**src/rtl/row_compressor_pkg.sv**
```systemverilog
// Shared IO definitions for the row compressor and its matching decompressor.
package row_compressor_pkg;

   localparam int unsigned DEF_SECTION_SIZE = 4;
   localparam int unsigned DEF_ROW_SIZE     = 16;
   localparam int unsigned DEF_COMP_SIZE    = 16;

   typedef enum logic [1:0] {
      ST_IDLE   = 2'd0,
      ST_SCAN   = 2'd1,
      ST_FINISH = 2'd2
   } cmp_state_e;

endpackage

```
**src/rtl/row_compressor.sv**
```systemverilog
// Run-length compressor: scans one row MSB-first, one bit per cycle, and packs
// alternating 0/1 run lengths (zeros first) into fixed-width sections.
module row_compressor
   import row_compressor_pkg::*;
#(
   parameter int unsigned SECTION_SIZE = DEF_SECTION_SIZE,
   parameter int unsigned ROW_SIZE     = DEF_ROW_SIZE,
   parameter int unsigned COMP_SIZE    = DEF_COMP_SIZE
) (
   input  logic                 clk,
   input  logic                 rst,
   input  logic                 start,
   input  logic [ROW_SIZE-1:0]  rowData,
   output logic [COMP_SIZE-1:0] compressedData,
   output logic                 busy,
   output logic                 done,
   output logic                 overflow
);

   localparam int unsigned NSECT   = COMP_SIZE / SECTION_SIZE;
   localparam int unsigned RUN_W   = $clog2(ROW_SIZE + 1);
   localparam int unsigned SECT_W  = $clog2(NSECT + 1);
   localparam int unsigned BIT_W   = (ROW_SIZE > 1) ? $clog2(ROW_SIZE) : 1;
   localparam int unsigned RUN_MAX = (2 ** SECTION_SIZE) - 1;

   cmp_state_e            state_q, state_d;
   logic [ROW_SIZE-1:0]   row_q, row_d;
   logic [COMP_SIZE-1:0]  comp_q, comp_d;
   logic                  ovf_q, ovf_d;
   logic [RUN_W-1:0]      run_q, run_d;
   logic                  digit_q, digit_d;
   logic [BIT_W-1:0]      bit_q, bit_d;
   logic [SECT_W-1:0]     sect_q, sect_d;
   logic                  busy_q, busy_d;
   logic                  done_q, done_d;

   // A run can be stored only if it has a section left and fits its width.
   function automatic logic fits(input logic [SECT_W-1:0] idx, input logic [RUN_W-1:0] len);
      return (32'(idx) < NSECT) && (32'(len) <= RUN_MAX);
   endfunction

   // Return word with section idx replaced by len.
   function automatic logic [COMP_SIZE-1:0] put_sect(input logic [COMP_SIZE-1:0] word,
                                                     input logic [SECT_W-1:0]    idx,
                                                     input logic [RUN_W-1:0]     len);
      logic [COMP_SIZE-1:0] w;
      w = word;
      for (int unsigned k = 0; k < NSECT; k++) begin
         if (SECT_W'(k) == idx) begin
            w[k*SECTION_SIZE +: SECTION_SIZE] = SECTION_SIZE'(len);
         end
      end
      return w;
   endfunction

   // Next-state and datapath: one row bit consumed per SCAN cycle.
   always_comb begin
      state_d = state_q;
      row_d   = row_q;
      comp_d  = comp_q;
      ovf_d   = ovf_q;
      run_d   = run_q;
      digit_d = digit_q;
      bit_d   = bit_q;
      sect_d  = sect_q;
      done_d  = 1'b0;

      case (state_q)
         ST_IDLE: begin
            if (start) begin
               row_d   = rowData;
               comp_d  = '0;
               ovf_d   = 1'b0;
               run_d   = '0;
               digit_d = 1'b0;
               bit_d   = BIT_W'(ROW_SIZE - 1);
               sect_d  = '0;
               state_d = ST_SCAN;
            end
         end

         ST_SCAN: begin
            if (row_q[bit_q] == digit_q) begin
               run_d = RUN_W'(run_q + 1'b1);
            end else begin
               if (fits(sect_q, run_q)) begin
                  comp_d = put_sect(comp_q, sect_q, run_q);
               end else begin
                  ovf_d = 1'b1;
               end
               // Saturate at NSECT: any further write is already an overflow.
               if (32'(sect_q) < NSECT) begin
                  sect_d = SECT_W'(sect_q + 1'b1);
               end
               digit_d = ~digit_q;
               run_d   = RUN_W'(1);
            end

            if (bit_q == '0) begin
               // A trailing run of ones is flushed; trailing zeros are implied.
               if (digit_d) begin
                  if (fits(sect_d, run_d)) begin
                     comp_d = put_sect(comp_d, sect_d, run_d);
                  end else begin
                     ovf_d = 1'b1;
                  end
               end
               state_d = ST_FINISH;
            end else begin
               bit_d = BIT_W'(bit_q - 1'b1);
            end
         end

         ST_FINISH: begin
            done_d  = 1'b1;
            state_d = ST_IDLE;
         end

         default: begin
            state_d = ST_IDLE;
         end
      endcase

      busy_d = (state_d != ST_IDLE);
   end

   // State and datapath registers with synchronous active-low reset.
   always_ff @(posedge clk) begin
      if (!rst) begin
         state_q <= ST_IDLE;
         row_q   <= '0;
         comp_q  <= '0;
         ovf_q   <= 1'b0;
         run_q   <= '0;
         digit_q <= 1'b0;
         bit_q   <= '0;
         sect_q  <= '0;
         busy_q  <= 1'b0;
         done_q  <= 1'b0;
      end else begin
         state_q <= state_d;
         row_q   <= row_d;
         comp_q  <= comp_d;
         ovf_q   <= ovf_d;
         run_q   <= run_d;
         digit_q <= digit_d;
         bit_q   <= bit_d;
         sect_q  <= sect_d;
         busy_q  <= busy_d;
         done_q  <= done_d;
      end
   end

   assign compressedData = comp_q;
   assign busy           = busy_q;
   assign done           = done_q;
   assign overflow       = ovf_q;

endmodule

```
**config.mk**
```make
export PLATFORM = sky130hd
export DESIGN_NAME = row_compressor
export DESIGN_NICKNAME = d
export VERILOG_FILES = /design/src/rtl/row_compressor_pkg.sv /design/src/rtl/row_compressor.sv
export SDC_FILE = /design/constraint.sdc
export NUM_CORES = 1
export LEC_CHECK = 0
export ABC_AREA = 1
export BUFFER_PORTS_ARGS = -buffer_cell sky130_fd_sc_hd__buf_4
export CORE_UTILIZATION = 50
export DETAILED_ROUTE_END_ITERATION = 12
export GPL_TIMING_DRIVEN = 0
export PLACE_DENSITY_LB_ADDON = 0.2
export SLEW_MARGIN = 0
export SYNTH_ARGS = -nofsm -noshare
export SYNTH_HDL_FRONTEND = slang
export SYNTH_SLANG_ARGS = --single-unit
```
**constraint.sdc**
```tcl
create_clock -name clk -period 2.45 [get_ports clk]
set_input_delay 0.1225 -clock clk [delete_from_list [all_inputs] [get_ports clk]]
set_output_delay 0.1225 -clock clk [all_outputs]
set_load 0.05 [all_outputs]
```
==> results.toml, run 1 <==
[finish]
layout.nets = 459
drive_above_1_share_pct = 16.4
antenna_cells = 0
finalInstanceArea_um2 = 3090
syn2layout_area_growth_pct = 16.7

[cts]
cts_sinks = 50
cts_setup_buffers = 0
clkTransAtPathRegs_ns = 0.08
clk_latency_ns = 0.31
ctsRootBufferMaster = "clkbuf_8"
numCtsBuffers = 5
htree_levels = 2
cts_hold_buf = 0
ctsResizeCount = 0
cts_tree = "built"
cts_buffer_depth = 2

[sta]
max-slew-margin-rel_pct = 49.4
period_share_pct = 86.4
final-setup-viol-count = 0
worst_slew_pin_slew_ns = 0.751
fin_setup_tns_ns = 0
finalHoldViolations = 0
slew_violations = 0
fin_ws_ns = 0.334
hold_ws_ns = 0.0327
fmax_mhz = 473
finalClockSkew_ns = 0.00331
rsz0062_at_grt = "no"
fin_crit_ns = 2.12

[routing]
first_iter_violations = 134
via_count = 2529
antenna_left = 0
viasPerCell = 5.03
dr.pass1.iters = 4
routed_wl_um = 5700
avgRoutedWirePerCell_um = 11.3
drc = 0

[setup_path]
required_ns = 2.66
crit_family = "simple AND/OR/NAND/NOR gates"
cp-end-kind = "flip-flop"
cp.arrival_ns = 2.33
r2r_slack_ns = 0.33
crit_top_cell = "nand2_1"
worst-path-buf-inv = 1
cpPeakStageDelay_ns = 0.61
ff2ff_path_depth = 12
worstPathCellList = "buf_6 > nand2_2 > o21ai_2 > nand2_1 > nand3_1 > nand3_2 > nand3_1 > nand2_4 > o21ai_0 > nand2_1 > nand2_1 > nand2_1"
cp_max_fo = 10
critical_path.startpoint_type = "flip-flop"
r2r-end = "compressedData[4]"
worst_r2r_startpoint = "bit_q[0]"
path_class = "reg2reg"
cp_slowest_cell = "o21ai_0"

[die]
die_w_um = 74.8
io-pin-count = 38
dieArea_um2 = 5600
core_um2 = 5110
rows = 26
die_h_um = 74.8
start_util_pct = 51.9

[synth]
ys_seq_area_share_pct = 37.7
ys_seq_elements = 50
synth_nets = 415
netlist_instances = 389
synthTopCellsByArea = "dfxtp_1, nand2_1, o21ai_0"
synth_top_area_share_pct = 37.7
synth_top_cell_by_area = "dfxtp_1"
syn_area_um2 = 2650
ys_warn_count = 0
synth_cell_types = 27
syn_area_per_cell_um2 = 6.82

[global_route]
grtUsageMet1_pct = 30.4
grt_pass1_vias = 2256
grt_max_degree = 14
grt_pass1_wl_um = 9890
antenna_found_initial = 0
gr-usage-met2_pct = 37.3
gr-total-overflow = 0
grt.busiest_layer = "met2"
grt.total_usage_pct = 23.2
gr-usage-met3_pct = 4.69

[placement]
dpl.hpwl_um = 4350
preCtsSetupSlack_ns = 0.350
io_buffers = 37
place_area_um2 = 3020
place_congestion = 0.881

[min_path]
worstHoldEndpoint = "row_q[11]"
hold_depth = 3
hp-start = "rowData[11]"
hold_class = "in2reg"

[pwr]
power_frac_seq_pct = 43.8
clkPwrFrac_pct = 22.3
netSwitchingPower_uw = 781
p_comb_share_pct = 33.9
power.internal_uw = 1290
p_per_area_nw_per_um2 = 671
max-vdd-ir-drop_mv = 0.389
netSwitchingFraction_pct = 37.7
power.leakage_uw = 0.00155

[status]
status = "finished clean"

[flow_run]
max-cap-violations = 0
worst reg2reg max path, cell delays in order (launching register included):
cell	delay [ns]
dfxtp_1	0.40
buf_6	0.16
nand2_2	0.06
o21ai_2	0.05
nand2_1	0.06
nand3_1	0.08
nand3_2	0.10
nand3_1	0.16
nand2_4	0.10
o21ai_0	0.61
nand2_1	0.12
nand2_1	0.10
nand2_1	0.05
registers in the layout, summed over array words and instances, names as in the netlist:
register / cells
done: 1
row_q: 16
compressedData: 16
busy: 1
sect_q: 3
bit_q: 4
state_q: 2
digit_q: 1
overflow: 1
run_q: 5
stage by stage:
step                utilization, %  cells  total power, uW
global placement              59.1    496             1610
finish                        60.6    503             2070
CTS                           60.6    503             2090
detailed placement            59.1    496             1630
floorplan                        -    389             1480
global route                  60.6    503             2210
Yosys cell counts, drive strengths merged:
library cell  number
clkbuf             6
a221oi             1
nand3             38
o21bai             2
ha                 7
xor2               2
dfxtp             50
nor2              30
inv               49
buf                2
o21ai             40
nand2            128
a21oi             27
nand4              1
nor3               1
o22ai              5
cell type report:
| class | count | area (um^2) |
|---|---|---|
| multi-input combinational | 282 | 1420 |
| buffer | 8 | 47.5 |
| inverter | 49 | 184 |
| tap | 70 | 87.6 |
| sequential | 50 | 1000 |
| timing repair buffer | 37 | 278 |
| clock buffer | 7 | 76.3 |
| fill | 538 | 2010 |
how the worst max path moves through the flow:
stage,to,from,cells after the start
2_1_floorplan,compressedData[0],bit_q[0],16
3_3_place_gp,compressedData[11],bit_q[1],13
3_5_place_dp,compressedData[4],bit_q[0],12
4_1_cts,compressedData[4],bit_q[0],12
5_1_grt,compressedData[10],bit_q[0],16
6_report,compressedData[4],bit_q[0],12
routing by layer:
metal	share of wire, %	wire length [um]
met5	0	0
met3	4.6	261
met2	45	2550
met1	49	2780
met4	1.9	108
logic make-up (layout without fill, tap and decap cells):
logic type               after synthesis  in the layout  synth area share [%]
AND/OR/NAND/NOR                      198            198                  34.7
XOR/XNOR                               2              2                 0.660
flip-flops                            50             50                  37.7
adder cells (fa/ha/maj)                7              7                  3.30
buffers and inverters                 57            101                  8.73
AO/OA/AOI/OAI                         75             75                  14.9
power by group through the flow:
stage	clock network, uW	registers, uW	logic, uW
2_1_floorplan	0	965	511
3_3_place_gp	0	927	686
3_5_place_dp	0	927	703
4_1_cts	474	908	704
5_1_grt	497	916	794
6_report	463	908	703
placed cells by master, fill, tap and decap left out, types with 3 or more instances in the layout:
master,synthesis,final
ha_1,7,7
nand2_4,8,8
o22ai_1,5,5
o21ai_0,38,38
a21oi_1,27,27
buf_4,0,37
nor2_2,3,3
nand3_1,36,36
nand2_2,10,10
inv_1,48,48
clkbuf_8,1,6
dfxtp_1,50,50
nand2_1,110,110
nor2_1,25,25
clkbuf_1,5,7
Note: power is estimated with default switching activity, not from simulation.
==> run 2: changes to the inputs <==
- ABC_AREA: 1 -> default
- CAP_MARGIN: default -> 20
==> results.toml, run 2 <==
[min_path]
hold_class = "in2reg"
hp-start = "rowData[9]"
worstHoldEndpoint = "row_q[9]"
hold_depth = 3

[finish]
drive_above_1_share_pct = 30.4
layout_common_cells = "nand2_1, buf_4, dfxtp_1"
finalInstanceArea_um2 = 3500
antenna_cells = 0
final_cells = 445
fillers = 403
syn2layout_area_growth_pct = 29.4
layout.nets = 401

[die]
die_w_um = 75.6
io-pin-count = 38
rows = 26
start_util_pct = 52.3
die_h_um = 75.6
dieArea_um2 = 5710
core_um2 = 5170

[synth]
synth_top_area_share_pct = 37.0
yosysMostFrequentCell = "nand2_1"
ys_warn_count = 0
ys_seq_area_share_pct = 37.0
synth_top_cell_by_area = "dfxtp_1"
synth_nets = 340
ys_seq_elements = 50
syn_area_um2 = 2710
netlist_instances = 314
synthArstFlopShare_pct = 0
synthTopCellsByArea = "dfxtp_1, nand2_1, a21oi_1"
synth_common_cells = "nand2_1, dfxtp_1, a21oi_1"
synth_cell_types = 59
synth_edf_count = 0
syn_area_per_cell_um2 = 8.61
ys.flop_type = "dfxtp_1"

[placement]
place_congestion = 0.905
dp.cells = 421
dpl.hpwl_um = 4870
place_area_um2 = 3090
io_buffers = 37

[sta]
period_share_pct = 104
max-slew-margin-rel_pct = 59.0
fin_ws_ns = -0.0946
worst_slew_pin_slew_ns = 0.613
fin_crit_ns = 2.54
hold_ws_ns = 0.0597
finalClockSkew_ns = 0.00539
rsz0062_at_grt = "yes"
fin_setup_tns_ns = -0.311
fmax_mhz = 393
finalHoldViolations = 0
slew_violations = 0
final-setup-viol-count = 6

[pwr]
p_comb_share_pct = 28.0
netSwitchingFraction_pct = 31.6
power.leakage_uw = 0.00134
netSwitchingPower_uw = 590
max-vdd-ir-drop_mv = 0.361
clkPwrFrac_pct = 24.5
power.internal_uw = 1280
p_per_area_nw_per_um2 = 533
power_frac_seq_pct = 47.5

[setup_path]
cp_slowest_cell = "mux4_2"
crit_top_cell = "mux2i_4"
cp.arrival_ns = 2.72
required_ns = 2.63
cp-end-kind = "flip-flop"
worstPathCellList = "mux4_2 > mux2i_4 > mux2i_4 > buf_6 > a211oi_4 > mux2_4 > mux2i_1 > o21ai_1"
path_class = "reg2reg"
critical_path.startpoint_type = "flip-flop"
worst_r2r_startpoint = "bit_q[0]"
r2r_slack_ns = -0.09
ff2ff_path_depth = 8
cp_max_fo = 6
cpPeakStageDelay_ns = 0.54
r2r-end = "compressedData[6]"

[cts]
numCtsBuffers = 5
clk_latency_ns = 0.30
cts_buffer_depth = 2
cts_sinks = 50
ctsRootBufferMaster = "clkbuf_8"
cts_tree = "built"
cts_hold_buf = 0
clkTransAtPathRegs_ns = 0.09
htree_levels = 2

[global_route]
grt_max_degree = 14
grt_pass1_wl_um = 10800
antenna_found_initial = 0
gr-total-overflow = 0
grt_pass1_vias = 2178
grt.total_usage_pct = 25.4

[status]
violations = "negative setup slack"
status = "finished, violations left"

[routing]
viasPerCell = 5.84
routed_wl_um = 7280
first_iter_violations = 156
drc = 0
dr.pass1.iters = 5
avgRoutedWirePerCell_um = 16.3
via_count = 2598
antenna_left = 0

[flow_run]
max-cap-violations = 0
==> run 2: critical path: cells and delay by family, from the launching register on <==
kind | cells | cell delay [ns]
AOI/OAI and AO/OA | 2 | 0.43
buffers and inverters | 1 | 0.16
DFF | 1 | 0.39
muxes | 5 | 1.44
==> run 2: how the worst max path moves through the flow <==
| stage | from | to | cells after the start |
|---|---|---|---|
| floorplan | bit_q[1] | compressedData[6] | 8 |
| global placement | bit_q[0] | compressedData[0] | 7 |
| detailed placement | bit_q[0] | compressedData[0] | 7 |
| CTS | bit_q[1] | compressedData[7] | 8 |
| global route | bit_q[0] | compressedData[6] | 8 |
| finish | bit_q[0] | compressedData[6] | 8 |
==> run 2: timing repair <==
item / CTS / global route
hold endpoints to repair: 0 / 0
setup endpoints to repair: 21 / 23
setup buffers: 5 / 17
gates resized for setup: 13 / 31
pin swaps: 2 / 12
==> run 2: routing by layer <==
metal / track usage, % / up-vias / share of wire, %
met3: 4.63 / 15 / 5.7
met1: 37.6 / 1248 / 46
li1: - / 1243 / -
met2: 37.4 / 92 / 47
met4: 8.02 / 0 / 2.1
met5: 0 / - / 0
==> run 2: cells by family (layout without fill, tap and decap cells) <==
| group | Yosys count | count (layout) | share of synthesized area, % |
|---|---|---|---|
| AOI/OAI and AO/OA | 80 | 80 | 21.4 |
| adders and majority gates | 7 | 7 | 3.24 |
| muxes | 27 | 27 | 12.8 |
| DFF | 50 | 50 | 37.0 |
| xor gates and xnor gates | 4 | 4 | 1.30 |
| buffers and inverters | 29 | 90 | 4.44 |
| and+or+nand+nor | 117 | 117 | 19.8 |
==> run 2: stage by stage <==
stage | total power (uW) | util (%) | worst slack [ns]
2_1_floorplan | 1210 | - | -0.00799
3_3_place_gp | 1310 | 59.8 | -0.243
3_5_place_dp | 1320 | 59.8 | -0.267
4_1_cts | 1790 | 63.2 | -0.136
5_1_grt | 1950 | 67.7 | -0.155
6_report | 1870 | 67.7 | -0.0946
==> run 2: cell type report <==
type                       count  area [um^2]  share of cell area, %
multi-input combinational    235         1780                   50.8
tap                           70         87.6                   2.50
inverter                       7         26.3                  0.751
buffer                        18         72.6                   2.07
clock buffer                   7         76.3                   2.18
timing repair buffer          58          447                   12.8
sequential                    50         1010                   28.9
==> run 2: power by group through the flow <==
stage | Sequential (uW) | Clock (uW) | Combinational [uW]
4_1_cts | 879 | 466 | 445
5_1_grt | 893 | 498 | 559
3_3_place_gp | 895 | 0 | 413
2_1_floorplan | 898 | 0 | 308
6_report | 886 | 458 | 522
3_5_place_dp | 896 | 0 | 419
==> run 3: changes to the inputs <==
- RECOVER_POWER: default -> 100
==> results.toml, run 3 (synthesis results as in run 2) <==
[status]
status = "finished, violations left"
violations = "negative setup slack"

[routing]
antenna_left = 0
dr.pass1.iters = 4
via_count = 2562
routed_wl_um = 7300
viasPerCell = 5.76
avgRoutedWirePerCell_um = 16.4
first_iter_violations = 142
drc = 0

[sta]
fin_ws_ns = -0.0985
finalHoldViolations = 0
final-setup-viol-count = 5
max-slew-margin-rel_pct = 58.7
slew_violations = 0
period_share_pct = 104
hold_ws_ns = 0.0620
worst_slew_pin_slew_ns = 0.617
fin_setup_tns_ns = -0.309
finalClockSkew_ns = 0.00807
fmax_mhz = 392
fin_crit_ns = 2.55
rsz0062_at_grt = "yes"

[placement]
dpl.hpwl_um = 4870
io_buffers = 37
dp.cells = 421
place_congestion = 0.905

[finish]
final_cells = 445
syn2layout_area_growth_pct = 26.7
layout_commonest_cell = "nand2_1"
antenna_cells = 0
regArea_um2 = 1010
layout.nets = 401
drive_above_1_share_pct = 25.1
fillers = 408
multi_input_area_um2 = 1780
layout_common_cells = "nand2_1, dfxtp_1, buf_4"

[cts]
cts_buffer_depth = 2
cts_hold_buf = 0
clkTransAtPathRegs_ns = 0.08
htree_levels = 2
clk_latency_ns = 0.30
ctsRootBufferMaster = "clkbuf_8"
cts_tree = "built"
numCtsBuffers = 5
cts_sinks = 50

[min_path]
hold_depth = 3
worstHoldEndpoint = "row_q[5]"
hold_class = "in2reg"
hp-start = "rowData[5]"

[setup_path]
cpPeakStageDelay_ns = 0.54
required_ns = 2.63
crit_top_cell = "mux2i_4"
critical_path.startpoint_type = "flip-flop"
cp_slowest_cell = "mux4_2"
path_class = "reg2reg"
r2r-end = "compressedData[6]"
cp-end-kind = "flip-flop"
cp.arrival_ns = 2.72
worst_r2r_startpoint = "bit_q[0]"
cp_max_fo = 6
r2r_slack_ns = -0.1
ff2ff_path_depth = 8
worstPathCellList = "mux4_2 > mux2i_4 > mux2i_4 > buf_6 > a211oi_4 > mux2_4 > mux2i_1 > o21ai_1"

[die]
die_h_um = 75.6
core_um2 = 5170
die_w_um = 75.6
start_util_pct = 52.3
dieArea_um2 = 5710
rows = 26
io-pin-count = 38

[global_route]
grt.total_usage_pct = 25.4
grt_max_degree = 14
grt_pass1_vias = 2178
gr-total-overflow = 0
grt_pass1_wl_um = 10800
antenna_found_initial = 0

[flow_run]
max-cap-violations = 0

[pwr]
max-vdd-ir-drop_mv = 0.360
p_per_area_nw_per_um2 = 544
power.total_uw = 1860
power.leakage_uw = 0.00127
## run 3: through the flow
stage               area (um^2)  setup slack [ns]  utilization [%]
floorplan                  2730          -0.00799                -
global placement           3090            -0.243             59.8
detailed placement         3090            -0.267             59.8
CTS                        3270            -0.136             63.2
global route               3430            -0.155             66.3
finish                     3430           -0.0985             66.3
## run 3: how the worst max path moves through the flow
stage | startpoint | depth (start not counted) | slack (ns) | to
5_1_grt | bit_q[0] | 8 | -0.16 | compressedData[6]
6_report | bit_q[0] | 8 | -0.1 | compressedData[6]
2_1_floorplan | bit_q[1] | 8 | -0.008 | compressedData[6]
3_5_place_dp | bit_q[0] | 7 | -0.27 | compressedData[0]
4_1_cts | bit_q[1] | 8 | -0.14 | compressedData[7]
3_3_place_gp | bit_q[0] | 7 | -0.24 | compressedData[0]
## run 3: what timing repair did
item,in CTS,in global routing
pin swaps,2,12
setup endpoints to repair,21,23
resized for setup,13,31
buffers inserted,5,17
## run 3: area by class of cell
type / count / share of cell area (%)
Multi-Input combinational cell: 235 / 51.8
Sequential cell: 50 / 29.5
Timing Repair Buffer: 58 / 11.0
Tap cell: 70 / 2.56
Clock buffer: 7 / 2.23
Buffer: 18 / 2.12
Inverter: 7 / 0.767
## run 3: power breakdown
part	switching [uW]	internal, uW	leakage (uW)
sequential	34.1	852	0.000410
combinational	296	223	0.000817
clock	261	197	0.0000383
## run 3: layer usage
metal  share of wire (%)  track usage, %  routed length (um)  vias up
li1                    -               -                   -     1246
met1                  47            37.6                3430     1222
met2                  46            37.4                3360       82
met3                 5.2            4.63                 381       12
met4                 1.7            8.02                 127        0
met5                   0               0                   0        -
## run 3: critical path: cells and delay by family (launching register included)
| family | cells | cell delay, ns |
|---|---|---|
| AOI/OAI and AO/OA | 2 | 0.43 |
| buffers and inverters | 1 | 0.16 |
| DFF | 1 | 0.39 |
| muxes | 5 | 1.44 |
